--- src/rtl/mem_access_pkg.sv ---
// rtl/mem_access_pkg.sv - shared types, funct3 codes and size mask for the data-memory access stage
package mem_access_pkg;

  typedef enum logic [1:0] {
    S_IDLE = 2'd0,
    S_REQ1 = 2'd1,
    S_REQ2 = 2'd2,
    S_DONE = 2'd3
  } state_e;

  localparam logic [2:0] F3_B  = 3'b000;
  localparam logic [2:0] F3_H  = 3'b001;
  localparam logic [2:0] F3_W  = 3'b010;
  localparam logic [2:0] F3_BU = 3'b100;
  localparam logic [2:0] F3_HU = 3'b101;

  // Byte-lane mask for an access of the given size, anchored at lane 0.
  function automatic logic [3:0] size_mask(input logic [1:0] size);
    case (size)
      2'b00:   size_mask = 4'b0001;
      2'b01:   size_mask = 4'b0011;
      default: size_mask = 4'b1111;
    endcase
  endfunction

endpackage

--- src/rtl/load_format.sv ---
// rtl/load_format.sv - extracts byte/half/word from the merged read window and sign/zero extends it
module load_format
  import mem_access_pkg::*;
(
  input  logic [63:0] window_i,
  input  logic [1:0]  offset_i,
  input  logic [2:0]  funct3_i,
  output logic [31:0] data_o
);

  logic [31:0] shifted;

  always_comb begin
    shifted = 32'(window_i >> {offset_i, 3'b000});
    case (funct3_i)
      F3_B:    data_o = {{24{shifted[7]}}, shifted[7:0]};
      F3_BU:   data_o = {24'b0, shifted[7:0]};
      F3_H:    data_o = {{16{shifted[15]}}, shifted[15:0]};
      F3_HU:   data_o = {16'b0, shifted[15:0]};
      default: data_o = shifted;
    endcase
  end

endmodule

--- src/rtl/mem_access_unit.sv ---
// rtl/mem_access_unit.sv - MEM stage load/store FSM over a req/ack bus; MEM_ACCESS_MISALIGNED_EN enables split misaligned accesses
module mem_access_unit
  import mem_access_pkg::*;
(
  input  logic        Clock,
  input  logic        nReset,
  input  logic        ex_valid,
  input  logic [4:0]  ex_rd,
  input  logic [31:0] ex_result,
  input  logic [31:0] ex_store_data,
  input  logic        ex_mem_read,
  input  logic        ex_mem_write,
  input  logic [2:0]  ex_funct3,
  input  logic        ex_Wreg,
  output logic        stall,
  output logic [4:0]  rd,
  output logic [31:0] result,
  output logic [31:0] memOut,
  output logic        Wreg,
  output logic        fault,
  output logic        dmem_req,
  output logic        dmem_we,
  output logic [31:0] dmem_addr,
  output logic [3:0]  dmem_be,
  output logic [31:0] dmem_wdata,
  input  logic        dmem_ack,
  input  logic [31:0] dmem_rdata
);

  state_e      state_q, state_d;
  logic [4:0]  rd_q, rd_d;
  logic [31:0] result_q, result_d;
  logic [31:0] sdata_q, sdata_d;
  logic [31:0] lo_q, lo_d;
  logic [2:0]  f3_q, f3_d;
  logic        wreg_q, wreg_d;
  logic        load_q, load_d;
  logic        fault_q, fault_d;

  logic        mem_op;
  logic        legal;
  logic        aligned;
  logic [3:0]  be_lo;
  logic [31:0] wd_lo;
  logic [63:0] window;
  logic [31:0] load_data;
  logic [31:0] word_addr;

  assign mem_op    = ex_valid & (ex_mem_read | ex_mem_write);
  assign word_addr = {result_q[31:2], 2'b00};

  always_comb begin
    case (ex_funct3)
      F3_B, F3_H, F3_W: legal = 1'b1;
      F3_BU, F3_HU:     legal = ex_mem_read;
      default:          legal = 1'b0;
    endcase
  end

`ifdef MEM_ACCESS_MISALIGNED_EN
  logic [31:0] hi_q, hi_d;
  logic [7:0]  be_wide;
  logic [63:0] wd_wide;
  logic [3:0]  be_hi;
  logic [31:0] wd_hi;
  logic        split;

  // Lanes pushed past byte 3 belong to the following word.
  assign be_wide = {4'b0, size_mask(f3_q[1:0])} << result_q[1:0];
  assign wd_wide = {32'b0, sdata_q} << {result_q[1:0], 3'b000};
  assign be_lo   = be_wide[3:0];
  assign be_hi   = be_wide[7:4];
  assign wd_lo   = wd_wide[31:0];
  assign wd_hi   = wd_wide[63:32];
  assign split   = |be_hi;
  assign aligned = 1'b1;
  assign window  = {hi_q, lo_q};
`else
  assign be_lo  = size_mask(f3_q[1:0]) << result_q[1:0];
  assign wd_lo  = sdata_q << {result_q[1:0], 3'b000};
  assign window = {32'b0, lo_q};

  always_comb begin
    case (ex_funct3[1:0])
      2'b01:   aligned = ~ex_result[0];
      2'b10:   aligned = (ex_result[1:0] == 2'b00);
      default: aligned = 1'b1;
    endcase
  end
`endif

  load_format u_load_format (
    .window_i (window),
    .offset_i (result_q[1:0]),
    .funct3_i (f3_q),
    .data_o   (load_data)
  );

  always_comb begin
    state_d    = state_q;
    rd_d       = rd_q;
    result_d   = result_q;
    sdata_d    = sdata_q;
    lo_d       = lo_q;
    f3_d       = f3_q;
    wreg_d     = wreg_q;
    load_d     = load_q;
    fault_d    = fault_q;
`ifdef MEM_ACCESS_MISALIGNED_EN
    hi_d       = hi_q;
`endif
    stall      = 1'b0;
    rd         = rd_q;
    result     = result_q;
    memOut     = 32'b0;
    Wreg       = 1'b0;
    fault      = 1'b0;
    dmem_req   = 1'b0;
    dmem_we    = 1'b0;
    dmem_addr  = 32'b0;
    dmem_be    = 4'b0;
    dmem_wdata = 32'b0;

    case (state_q)
      S_IDLE: begin
        rd     = ex_rd;
        result = ex_result;
        Wreg   = ex_Wreg & ex_valid;
        if (mem_op) begin
          stall    = 1'b1;
          Wreg     = 1'b0;
          rd_d     = ex_rd;
          result_d = ex_result;
          sdata_d  = ex_store_data;
          f3_d     = ex_funct3;
          wreg_d   = ex_Wreg;
          load_d   = ex_mem_read;
          fault_d  = ~(legal & aligned);
          state_d  = (legal & aligned) ? S_REQ1 : S_DONE;
        end
      end
      S_REQ1: begin
        stall      = 1'b1;
        dmem_req   = 1'b1;
        dmem_we    = ~load_q;
        dmem_addr  = word_addr;
        dmem_be    = be_lo;
        dmem_wdata = load_q ? 32'b0 : wd_lo;
        if (dmem_ack) begin
          lo_d = dmem_rdata;
`ifdef MEM_ACCESS_MISALIGNED_EN
          state_d = split ? S_REQ2 : S_DONE;
`else
          state_d = S_DONE;
`endif
        end
      end
`ifdef MEM_ACCESS_MISALIGNED_EN
      S_REQ2: begin
        stall      = 1'b1;
        dmem_req   = 1'b1;
        dmem_we    = ~load_q;
        dmem_addr  = word_addr + 32'd4;
        dmem_be    = be_hi;
        dmem_wdata = load_q ? 32'b0 : wd_hi;
        if (dmem_ack) begin
          hi_d    = dmem_rdata;
          state_d = S_DONE;
        end
      end
`endif
      S_DONE: begin
        memOut  = (load_q & ~fault_q) ? load_data : 32'b0;
        Wreg    = wreg_q & load_q & ~fault_q;
        fault   = fault_q;
        state_d = S_IDLE;
      end
      default: state_d = S_IDLE;
    endcase
  end

  always_ff @(posedge Clock or negedge nReset) begin
    if (!nReset) begin
      state_q  <= S_IDLE;
      rd_q     <= 5'b0;
      result_q <= 32'b0;
      sdata_q  <= 32'b0;
      lo_q     <= 32'b0;
      f3_q     <= 3'b0;
      wreg_q   <= 1'b0;
      load_q   <= 1'b0;
      fault_q  <= 1'b0;
`ifdef MEM_ACCESS_MISALIGNED_EN
      hi_q     <= 32'b0;
`endif
    end else begin
      state_q  <= state_d;
      rd_q     <= rd_d;
      result_q <= result_d;
      sdata_q  <= sdata_d;
      lo_q     <= lo_d;
      f3_q     <= f3_d;
      wreg_q   <= wreg_d;
      load_q   <= load_d;
      fault_q  <= fault_d;
`ifdef MEM_ACCESS_MISALIGNED_EN
      hi_q     <= hi_d;
`endif
    end
  end

endmodule

--- config.mk ---
export PLATFORM = sky130hd
export DESIGN_NAME = mem_access_unit
export DESIGN_NICKNAME = d
export VERILOG_FILES = /design/src/rtl/mem_access_pkg.sv /design/src/rtl/load_format.sv /design/src/rtl/mem_access_unit.sv
export SDC_FILE = /design/constraint.sdc
export NUM_CORES = 1
export LEC_CHECK = 0
export BUFFER_PORTS_ARGS = -buffer_cell sky130_fd_sc_hd__buf_4
export CAP_MARGIN = 20
export CORE_MARGIN = 5
export CORE_UTILIZATION = 45
export CTS_CLUSTER_DIAMETER = 150
export DETAILED_ROUTE_END_ITERATION = 6
export PLACE_DENSITY = 0.75
export SLEW_MARGIN = 20
export SYNTH_ARGS = -nofsm -noshare
export SYNTH_HDL_FRONTEND = slang
export SYNTH_SLANG_ARGS = --single-unit
export TNS_END_PERCENT = 20
--- constraint.sdc ---
create_clock -name Clock -period 3.2 [get_ports Clock]
set_clock_uncertainty 0.1 [all_clocks]
set_input_delay 0.16 -clock Clock [delete_from_list [all_inputs] [get_ports Clock]]
set_output_delay 0.16 -clock Clock [all_outputs]
set_load 0.02 [all_outputs]
After elaboration in Yosys (flattened, before gate mapping):

Index checks and enable logic that the tools add are counted.

* shifts and indexed selects: 3
* multiplexer cells: 23
* bitwise operators: 11
* equality and inequality tests: 14
* reductions and logical operators: 10

Operators by type and width (count)
* two-way mux 32 bit: 6
* case mux 32 bit (4 select lines): 1
* << shifter 32 x 5 -> 32 bit: 1
* right shift 32 x 5 -> 32 bit: 1
* equality test 3 bit (second input constant): 4
* case mux 1 bit (2 select lines): 4
* case mux 4 bit (2 select lines): 1
* AND 1 bit: 6
* equality test 2 x 1 -> 1 bit (second input constant): 3
* equality test 3 x 1 -> 1 bit (second input constant): 2
* logical NOT 2 bit: 3
* logical NOT 3 bit: 2
* two-way mux 2 bit: 3
* AND reduction 2 bit: 3
* two-way mux 1 bit: 5
* two-way mux 5 bit: 1
* equality test 2 bit (second input constant): 2
* two-way mux 4 bit: 1
* != test 2 bit (second input constant): 2
* inverter 1 bit: 4
* case mux 2 bit (2 select lines): 1
* << shifter 4 x 2 -> 4 bit: 1
* equality test 3 x 2 -> 1 bit (second input constant): 1
* OR reduction 3 bit: 1
* 2 further kinds: 2

* output and inout port bits: 142
* input port bits: 111
* logic and storage cells: 70
* flip-flop bits (word level): 109

Logic depth before layout (Yosys ltp):

* depth in word-level cells: 7
* depth in mapped cells: 7
* gate-level depth less buffers: 6

Modules after synthesis:

From an unflattened synthesis, not the netlist that was laid out.

* cells, all modules: 568
* area total of the unflattened synthesis: 6917.9 um^2

Modules (own cells, without submodules)
* mem_access_unit: sequential area each 2727.6 um^2, cells an instance 467, instances 1, area each 5798.1 um^2
* load_format: sequential area each 0.0 um^2, cells an instance 101, instances 1, area each 1119.8 um^2

Least setup slack after synthesis:

Ideal clock, no wire load.

* kind: register -> output
* start point: register state_q[1]
* end point: output port dmem_wdata[30]
* buffers on the path: 1
* slack: 1.158 ns
* arrival time: 1.782 ns
* required time: 2.940 ns
* stages on the path, launching flop included: 6
* cells stage by stage: dfrtp_1 > inv_1 > ha_1 > nand2_1 > clkbuf_1 > a211oi_1

* word-level cells in the longest chain between the ends: 2

Ends and longest elaborated chain
* from (decl): RTL line mem_access_unit.sv:30 `state_e state_q, state_d;`
* from (signal assigned): RTL line mem_access_unit.sv:197 `state_q <= state_d;`
* equality test 2 x 1 -> 1 bit: RTL line mem_access_unit.sv:124 `case (state_q)`
* two-way mux 32 bit: RTL line mem_access_unit.sv:124
* to (decl): RTL line mem_access_unit.sv:25 `output logic [31:0] dmem_wdata,`

Every way passes these cells.

Final worst setup path:

* start point: register result_q[0]
* end point: output port memOut[18]

* word-level cells in the longest chain between the ends: 4

Ends and longest elaborated chain
* from (decl): RTL line mem_access_unit.sv:32 `logic [31:0] result_q, result_d;`
* from (signal assigned): RTL line mem_access_unit.sv:199 `result_q <= result_d;`
* right shift 32 x 5 -> 32 bit: RTL line load_format.sv:14 `shifted = 32'(window_i >> {offset_i, 3'b000});`
* case mux 32 bit (4 select lines): RTL line load_format.sv:15 `case (funct3_i)`
* two-way mux 32 bit: RTL line mem_access_unit.sv:173 `memOut = (load_q & ~fault_q) ? load_data : 32'b0;`
* two-way mux 32 bit: RTL line mem_access_unit.sv:124
* to (decl): RTL line mem_access_unit.sv:18 `output logic [31:0] memOut,`

Every way passes these cells.

==> results <==
- The global-route usage over all layers is a little under a quarter.
- The worst register-to-register path has a setup slack of approximately 1.2 ns.
- The die outline area is 0.0162 sq mm.
- The flow ran to the end, and the final reports show no timing, DRC or antenna violations.
- The worst endpoint data arrival time is around 2.6 ns.
- IR analysis of the VDD net gives a maximum drop of 0.684 mV.
- The final cell count without fillers is between 1k and 1.5k.
- The overall die width is 127 microns.
- The routed wire length per instance is roughly 18 microns.
- Yosys mapped the design onto 36 distinct sky130hd cell types.
- The worst hold-check slack is 0.0391 ns.
- The post-detailed-placement cell area is a little over 0.008 sq mm.
- The tool flagged a number of max-cap violations equal to 0.
- The total overflow reported by the global router is 0.
- The clock sink total is between 100 and 150.
- The setup fix buffers added after clock tree synthesis is 0.
- Of the synthesized area, sequential elements account for between 40 and 50%.
- Once layout is done, the placed cells without fillers occupy ~0.0095 sq mm.
- Yosys mapped a number of flops with a built-in enable equal to 0.
- In this run the power density over the cells is around 950 mW/mm^2.
- The prevailing post-synth register cell is sky130_fd_sc_hd__dfrtp_1.
- The count of hold-fix buffers inserted at cts is between 100 and 150.
- The number of design-rule violations left by the first detailed-router iteration is approximately 340.
- The weighted congestion reported at the end of routability-driven placement is 0.816.
- The average via count per standard cell is approximately 5.2.
- Across all layers, the routed design uses 5553 vias.
- In this run the number of H-tree levels came out at 3.
- Leaving out fill and tap cells, the most frequent cells in the layout are 256 x sky130_fd_sc_hd__buf_4, 147 x sky130_fd_sc_hd__mux2_2, 108 x sky130_fd_sc_hd__dfrtp_1.
- Adding up every negative setup slack in the final design gives 0 ns.
- The ratio of final minimum period to clock period is roughly nine tenths.
- The root buffer cell is sky130_fd_sc_hd__clkbuf_16.
- Setup violations remaining at the end of the flow were counted as 0.
- The placed wire-length estimate is about 13000 microns.
- The number of nets with antenna violations after routing is 0.
- Once the floorplan was initialized, standard cells occupied roughly 46% of the core.
- The CTS tree is built.
- The final count of hold timing violations is 0.
- The start-to-end type of the worst setup path is flop to output pin.
- The required time reported for the critical path endpoint is 2.94 ns.
- The clock slew seen by the registers of the worst setup and hold paths is approximately 0.070 ns.
- Post-CTS repair changed the size of 0 cells.
- The number of pins exceeding their max-slew limit in the final report is 0.
- At the later pin of the worst-skew pair, clock insertion delay measures roughly 0.33 ns.
- The floorplan row count is 42.
- The library cell used most frequently in the layout, excluding fill and tap cells, is sky130_fd_sc_hd__buf_4.
- The initial antenna violation count is 0.
- The class of the worst hold path is primary input to flop.
- The first TritonRoute pass finished after 5 iterations.
- At the end of the flow, the number of nets in the layout was approximately 1000.
- The number of buffers inserted by port buffering is 250.
- The cell count after placement is about 940.
- The pin count of the biggest net entering global routing is 110.
- The global-route wire length before repair is ~31000 microns.
- The cell count after synthesis came out at between 500 and 600.
- The synthesis-stage register bit count is 109.
- For this run, design rule violations remaining after detail routing come to 0.
- Setup repair after global routing left no endpoint under its margin.
- Derived from the worst setup path, the maximum achievable clock frequency is between 0.3 and 0.4 GHz.
- The share of post-route cells with drive strength above 1 is just under 50%.
- The cell area after technology mapping is a little over 0.006 sq mm.
- The synthesized area divided by synthesized cell count is between 10 and 15 sq um.
- The region available for standard cell placement spans 0.0133 sq mm.
- During synthesis, Yosys emitted a total of 0 warnings.
- The startpoint kind of the worst setup timing path is a flop.
- The tightest slew margin relative to the limit is 48.8%.
- The area growth from synthesis to layout is 54.1%.
- For this block, the routed nets add up to 19400 microns of wire.
- For this run, the share of the core covered by cells in the final layout is a little under three quarters.
- The via count of the first global-routing pass is roughly 6k.
- The worst setup path is captured at an output pin.
- Summed over all cells, the static leakage comes to 4.48 nW.
- Counting I/O delays and the setup requirement, the final critical path takes about 2.8 ns.
- After synthesis, the share of flip-flops with an asynchronous set or reset is between 90% and 100%.
- From bottom edge to top edge, the die measures 127 microns.
- In this run the deepest clock path goes through 2 buffers.
- In this run, CTS created clock tree buffers numbering 9.
- Of all nets on the critical path, the largest fanout is 17.
- The slew of the pin with the lowest slew margin is ~0.77 ns.
- The top-level port count is 253.
-- worst max-delay path, stage by stage (launching register included) --
cell and delay (ns):
sky130_fd_sc_hd__dfrtp_2 0.59, sky130_fd_sc_hd__mux2_2 0.40, sky130_fd_sc_hd__nor3b_1 0.19, sky130_fd_sc_hd__or3_1 0.56
sky130_fd_sc_hd__o21ai_0 0.27, sky130_fd_sc_hd__buf_4 0.23
-- per-layer routing --
metal	GRT usage [%]	wire length (microns)	up-vias
li1	-	-	2606
met1	30.2	7910	2662
met2	39.8	9350	259
met3	6.18	1740	26
met4	7.44	361	0
met5	0	0	-
-- cells by family after synthesis --
group	count (synthesis)	share of synthesized area, %
buffers and inverters	51	3.71
flip-flops	109	44.1
multiplexers	172	31.0
AND/OR/NAND/NOR	137	11.7
other	1	0.0607
adder cells (fa/ha/maj)	5	1.01
AO/OA/AOI/OAI	76	8.34
-- flip-flops by register name, indices dropped and copies added (netlist names) --
name	count
f3_q	3
fault_q	1
lo_q	32
load_q	1
rd_q	5
result_q	32
sdata_q	32
state_q	2
wreg_q	1
-- layout make-up --
class / instances / area, sq um
Clock buffer: 12 / 256
Fill cell: 912 / 3830
Tap cell: 176 / 220
Antenna cell: 1 / 2.50
Sequential cell: 109 / 2730
Inverter: 9 / 33.8
Multi-Input combinational cell: 392 / 3230
Clock inverter: 3 / 43.8
Timing Repair Buffer: 362 / 3000
-- Yosys cell counts (3+ instances only) --
cell                       number  area share (%)
sky130_fd_sc_hd__a211oi_1      30             3.6
sky130_fd_sc_hd__a21oi_1       16             1.3
sky130_fd_sc_hd__a221oi_1       7            0.99
sky130_fd_sc_hd__and2_1        40             4.0
sky130_fd_sc_hd__buf_1          4            0.24
sky130_fd_sc_hd__buf_2         15             1.2
sky130_fd_sc_hd__buf_4          3            0.36
sky130_fd_sc_hd__clkbuf_1      19             1.2
sky130_fd_sc_hd__dfrtp_1      109              44
sky130_fd_sc_hd__ha_1           5             1.0
sky130_fd_sc_hd__inv_1          9            0.55
sky130_fd_sc_hd__mux2_2       147              27
sky130_fd_sc_hd__mux2i_1       24             3.9
sky130_fd_sc_hd__nand2_1       17             1.0
sky130_fd_sc_hd__nand2_2        8            0.81
sky130_fd_sc_hd__nand2b_1       3            0.30
sky130_fd_sc_hd__nand3_1        3            0.24
sky130_fd_sc_hd__nor2_1        40             2.4
sky130_fd_sc_hd__nor2b_1       18             1.8
sky130_fd_sc_hd__o21ai_0       12            0.97
-- path summary, 6_finish.rpt --
check | startpoint | endpoint | cells past startpoint
setup / recovery | result_q[0] | memOut[18] | 5
hold / removal | ex_funct3[1] | f3_q[1] | 3
setup reg to reg | state_q[0] | lo_q[9] | 5
hold reg to reg | lo_q[3] | lo_q[3] | 1
max in group asynchronous | nReset | result_q[0] | 3
min in group asynchronous | nReset | sdata_q[3] | 3
-- where the power goes --
group	switching, mW	internal (mW)	leakage, nW	total [mW]
registers	0.610	2.09	1.29	2.70
clock network	0.469	0.647	0.149	1.12
logic	2.65	2.54	3.04	5.20
total	3.73	5.28	4.48	9.02
-- per-stage QoR --
stage	power [mW]	worst slack [ns]
after floorplan	5.96	1.16
after detailed placement	7.75	0.790
after global routing	9.59	0.190
after global placement	7.62	0.875
final	9.02	0.356
after CTS	9.01	0.411
No activity file was read; power rests on OpenSTA's default activity.
